## config.mk

```make
export PLATFORM = sky130hd
export DESIGN_NAME = instruction_register_multi
export DESIGN_NICKNAME = d
export VERILOG_FILES = /design/src/rtl/instruction_register_multi.sv
export SDC_FILE = /design/constraint.sdc
export NUM_CORES = 1
export LEC_CHECK = 0
export CAP_MARGIN = 25
export CORE_MARGIN = 5
export CORE_UTILIZATION = 41
export CTS_CLUSTER_SIZE = 40
export DETAILED_ROUTE_END_ITERATION = 12
export PLACE_DENSITY = 0.83
export RECOVER_POWER = 100
export SYNTH_ARGS = -nofsm -noshare
export SYNTH_HDL_FRONTEND = slang
export SYNTH_SLANG_ARGS = --single-unit
```

## constraint.sdc

```tcl
create_clock -name IRM_clk -period 1.6 [get_ports IRM_clk]
set_input_delay 0.48 -clock IRM_clk [delete_from_list [all_inputs] [get_ports IRM_clk]]
set_output_delay 0.48 -clock IRM_clk [all_outputs]
set_load 0.1 [all_outputs]
```

## src/rtl/instruction_register_multi.sv

```systemverilog
// Multi-word instruction register: assembles WORDS fetch words into one
// instruction and holds it until acked. Optional: INSTR_REG_MULTI_PARITY_EN.
module instruction_register_multi #(
   parameter int WORD_W = 8,
   parameter int WORDS  = 2
) (
   input  logic                      IRM_clk,
   input  logic                      IRM_rst,
   input  logic [WORD_W-1:0]         IRM_in,
   input  logic                      IRM_wr_en,
   input  logic                      IRM_rd_en,
   input  logic                      IRM_ack,
   input  logic                      IRM_flush,
`ifdef INSTR_REG_MULTI_PARITY_EN
   input  logic                      IRM_par_in,
   output logic                      IRM_par_err,
`endif
   output logic [WORD_W*WORDS-1:0]   IRM_out,
   output logic                      IRM_valid,
   output logic                      IRM_ready,
   output logic [$clog2(WORDS)-1:0]  IRM_idx
);

   localparam int IDX_W = $clog2(WORDS);
   localparam logic [IDX_W-1:0] LAST = IDX_W'(WORDS - 1);
   localparam logic [IDX_W-1:0] ONE  = IDX_W'(1);

   typedef enum logic {
      FILL = 1'b0,
      FULL = 1'b1
   } state_t;

   state_t            state_q;
   state_t            state_d;
   logic [IDX_W-1:0]  idx_q;
   logic [IDX_W-1:0]  idx_d;
   logic [IDX_W-1:0]  widx;
   logic              we;
   logic [WORD_W-1:0] slot_q [WORDS];

   // State, index and slot storage registers
   always_ff @(posedge IRM_clk) begin
      if (IRM_rst) begin
         state_q <= FILL;
         idx_q   <= '0;
         for (int k = 0; k < WORDS; k++)
            slot_q[k] <= '0;
      end else begin
         state_q <= state_d;
         idx_q   <= idx_d;
         if (we)
            slot_q[widx] <= IRM_in;
      end
   end

   // Next-state: flush beats ack/write; ack+write in FULL starts the next fetch
   always_comb begin
      state_d = state_q;
      idx_d   = idx_q;
      we      = 1'b0;
      widx    = idx_q;
      if (IRM_flush) begin
         state_d = FILL;
         idx_d   = '0;
      end else begin
         unique case (state_q)
            FILL: begin
               if (IRM_wr_en) begin
                  we = 1'b1;
                  if (idx_q == LAST) begin
                     idx_d   = '0;
                     state_d = FULL;
                  end else begin
                     idx_d = idx_q + ONE;
                  end
               end
            end
            FULL: begin
               if (IRM_ack) begin
                  state_d = FILL;
                  if (IRM_wr_en) begin
                     we    = 1'b1;
                     widx  = '0;
                     idx_d = ONE;
                  end
               end
            end
            default: begin
               state_d = FILL;
            end
         endcase
      end
   end

   // Outputs: slot 0 lands in the MSBs, bus gated by read enable
   always_comb begin
      IRM_out = '0;
      if (IRM_rd_en) begin
         for (int k = 0; k < WORDS; k++)
            IRM_out[WORD_W*(WORDS-k)-1 -: WORD_W] = slot_q[k];
      end
      IRM_valid = (state_q == FULL);
      IRM_ready = (state_q != FULL) | IRM_ack;
      IRM_idx   = idx_q;
   end

`ifdef INSTR_REG_MULTI_PARITY_EN
   logic par_q;

   // Sticky parity error on any accepted write; cleared by reset or flush
   always_ff @(posedge IRM_clk) begin
      if (IRM_rst)
         par_q <= 1'b0;
      else if (IRM_flush)
         par_q <= 1'b0;
      else if (we && ((^IRM_in) != IRM_par_in))
         par_q <= 1'b1;
   end

   assign IRM_par_err = par_q;
`endif

endmodule
```

==> results.md <==
* Status: completed
* CP max FO at 8
* Syn. warnings at 0
* CP Buf/Inv Count at 3
* Worst clock skew at 2.62 ps
* Most frequent cell after synthesis: and2_1
* ANT cells at 0
* RR Startpoint: IRM_valid$_SDFF_PP0_
* Reg clk slew, reported paths at 100 ps
* Initial antenna violation count at 0
* P per Cell Area at about 760 nW/µm²
* Vias post-DR at 644
* Port buffer count at 32
* DRT antenna net count at 0
* Synth Flop Type: edfxtp_1
* H-tree depth at 1
* Hold Path Class: reg2reg
* Leak pwr at about 0.00059 µW
* RSZ-0062 raised after global routing: no
* Die W at roughly 55 µm
* Gr ovfl total at 0
* TritonCTS Buffers at 3
* Cell family with most CP delay: buffers and inverters
* Worst VDD drop at around 0.00051 V
* Asr flop ratio synth at 0
* Area Overhead vs Synth at 77.9%
* Worst Hold Depth at 3
* Synth Area in Adders at 0
* Critical Path End Type: primary output
* Sink Count at 18
* CP Launch Type: input port
* DPL Wire Length at 1.55 mm
* Worst-Skew Late Latency at 290 ps
* Synthesized area per cell at 12.7 µm²
* Fmax at 632 MHz
* Xor and xnor area share after synthesis at 0
* Number of synthesized flops with an enable pin at 16
* Pre-Repair DR Iteration Count at 4
* Crit-path cells: buf_4, buf_16, and2_2, buf_12
* Seq/Total Area, Yosys at 0.638
* Fill cells at 140
* CTS tree: built
* Fin worst setup slack at 18.7 ps
* DIE HEIGHT at around 55 µm
* Setup TNS at 0 ps
* Hold EP: IRM_valid$_SDFF_PP0_
* Multiplexer share of the synthesized area at 0
* Root buffer cell: clkbuf_4
* Io pins at 33
* Share of layout cells above drive strength 1 at 0.481
* Cell taking the most area after synthesis: edfxtp_1
* Post-Synthesis Cells at 64
* Most frequent cells after synthesis: 32 x and2_1, 16 x edfxtp_1, 2 x dfxtp_1, 2 x or2_1
* Worst slew pin tran at 305 ps
* Largest cells by area after synthesis: edfxtp_1 59%, and2_1 25%, dfxtp_1 4.9%
* Synthesis-stage register bit count at 18
* FF-to-FF setup slack at 210 ps
* Final Hold Vio Count at 0
* Minimum clock period at 1580 ps
* CP Data Required Time at about 1100 ps
* Slew Limit Fails at 0
* Max incr delay on CP at 180 ps
* Reg-to-reg endpoint: slot_q[0][3]$_SDFFCE_PN0P_
* Number of placement rows at 16
* # DRC at 0
* Vias in the first global route at roughly 640
* Routability cong. at 0.753
* Detailed-route wire length per cell at about 15 µm
* HP Start: IRM_valid$_SDFF_PP0_
* Clk buf depth at 2
* Via density at 4.77
* First-pass GRT wire length at 3.09 mm
* Pin count of the biggest net entering global routing at 11
* Compound-Gate Fraction of Synth Area at 0.0291
* Cell variety after synth at 16
* WS Path Type: in2out
* NumNets Final at 123
* Max-slew headroom at 0.798
* Tot GR Track Use at 0.155
* Main combinational cell family by area after synthesis: simple AND/OR/NAND/NOR gates
* Cell with the largest stage delay on the worst path: and2_2
* Critical Path AT at 1100 ps
* Worst R2R Path Depth at 4
* Starting Density at 0.424
* Final Cycle Share at 0.988
* Number of max-cap violations at 0
* Placeable Area at 1920 µm²
* Die footprint at between 2000 and 3000 µm²
* Top cell type's share of synthesized area at 0.589
* Final WL at about 2 mm
* Synth Cell Area at 816 µm²
* Place WS at -350 ps
* Setup violations, final at 0
* Synthesized net count at 78
* 1st-iter DRT viols at 13
* Synth Area in Simple Gates at 0.310
-- through the flow --
stage	utilization	hold WS [ps]	total power (µW)	std cells	cell area (µm²)
4_1_cts	0.799	648	1130	135	1540
6_report	0.755	599	1100	135	1450
3_3_place_gp	0.768	603	886	129	1480
2_1_floorplan	-	624	737	64	862
3_5_place_dp	0.768	622	895	129	1480
5_1_grt	0.755	632	1140	135	1450
-- cell type report --
cell class	count	area, µm²	share of cell area
tap	27	33.8	0.0233
timing repair buffer	42	552	0.380
clock inverter	1	3.75	0.00259
sequential	18	528	0.364
inverter	1	3.75	0.00259
multi-input combinational	43	308	0.212
clock buffer	3	22.5	0.0155
-- kinds of logic (layout without fill, tap and decap cells) --
kind of cell	Yosys count	in the layout
AOI/OAI and AO/OA	3	3
buffers and inverters	3	47
and+or+nand+nor	40	40
DFF	18	18
-- per-layer routing --
layer	vias to the layer above	global-route usage	part of all wire
met4	0	0.0747	0.0093
met1	317	0.148	0.37
met3	2	0.0381	0.056
li1	302	-	-
met2	23	0.299	0.57
met5	-	0	0
-- state kept, by name (all words and copies together), names as in the netlist --
signal and cells:
slot_q 16, IRM_valid 1, IRM_idx 1
-- worst max-delay path by stage --
stage	start	to	depth (start not counted)
final	IRM_rd_en	IRM_out[7]	4
after global routing	IRM_rst	slot_q[1][4]$_SDFFCE_PN0P_	5
after CTS	IRM_rd_en	IRM_out[0]	4
after detailed placement	IRM_rd_en	IRM_out[4]	4
after global placement	IRM_rd_en	IRM_out[5]	4
after floorplan	IRM_rd_en	IRM_out[5]	2
-- placed cells by master (no fill, tap or decap) --
cell type,instances
clkbuf_4,5
buf_8,8
and3_1,1
buf_16,1
nor2_2,1
and2_1,9
or2_4,1
edfxtp_1,16
clkdlybuf4s50_1,11
clkbuf_2,1
a21boi_1,1
dfxtp_4,2
and2_0,7
a21oi_1,1
nor2b_1,1
and3b_1,1
and2_2,8
or2_0,1
clkbuf_1,2
nand2_1,1
o2111a_2,1
buf_12,11
dlygate4sd2_1,1
and2_4,8
inv_1,1
buf_4,5
clkinv_1,1
nand2b_1,1
-- where the power goes --
part / switching (µW) / leakage, µW / internal (µW)
Combinational: 199 / 0.000395 / 134
Sequential: 7.53 / 0.000184 / 531
Clock: 134 / 0.0000154 / 90.6
-- worst register-to-register path: stages (launching register included) --
cell      delay, ps
dfxtp_4         370
nand2b_1        150
clkbuf_1        170
o2111a_2        220
or2_4           190
-- repair_timing --
item | CTS | global route
buffers inserted | 1 | 0
resized for setup | 8 | 2
setup endpoints to repair | 17 | 9
cloned | 1 | 0
hold buffers | 0 | 0
No activity file was read; power rests on OpenSTA's default activity.
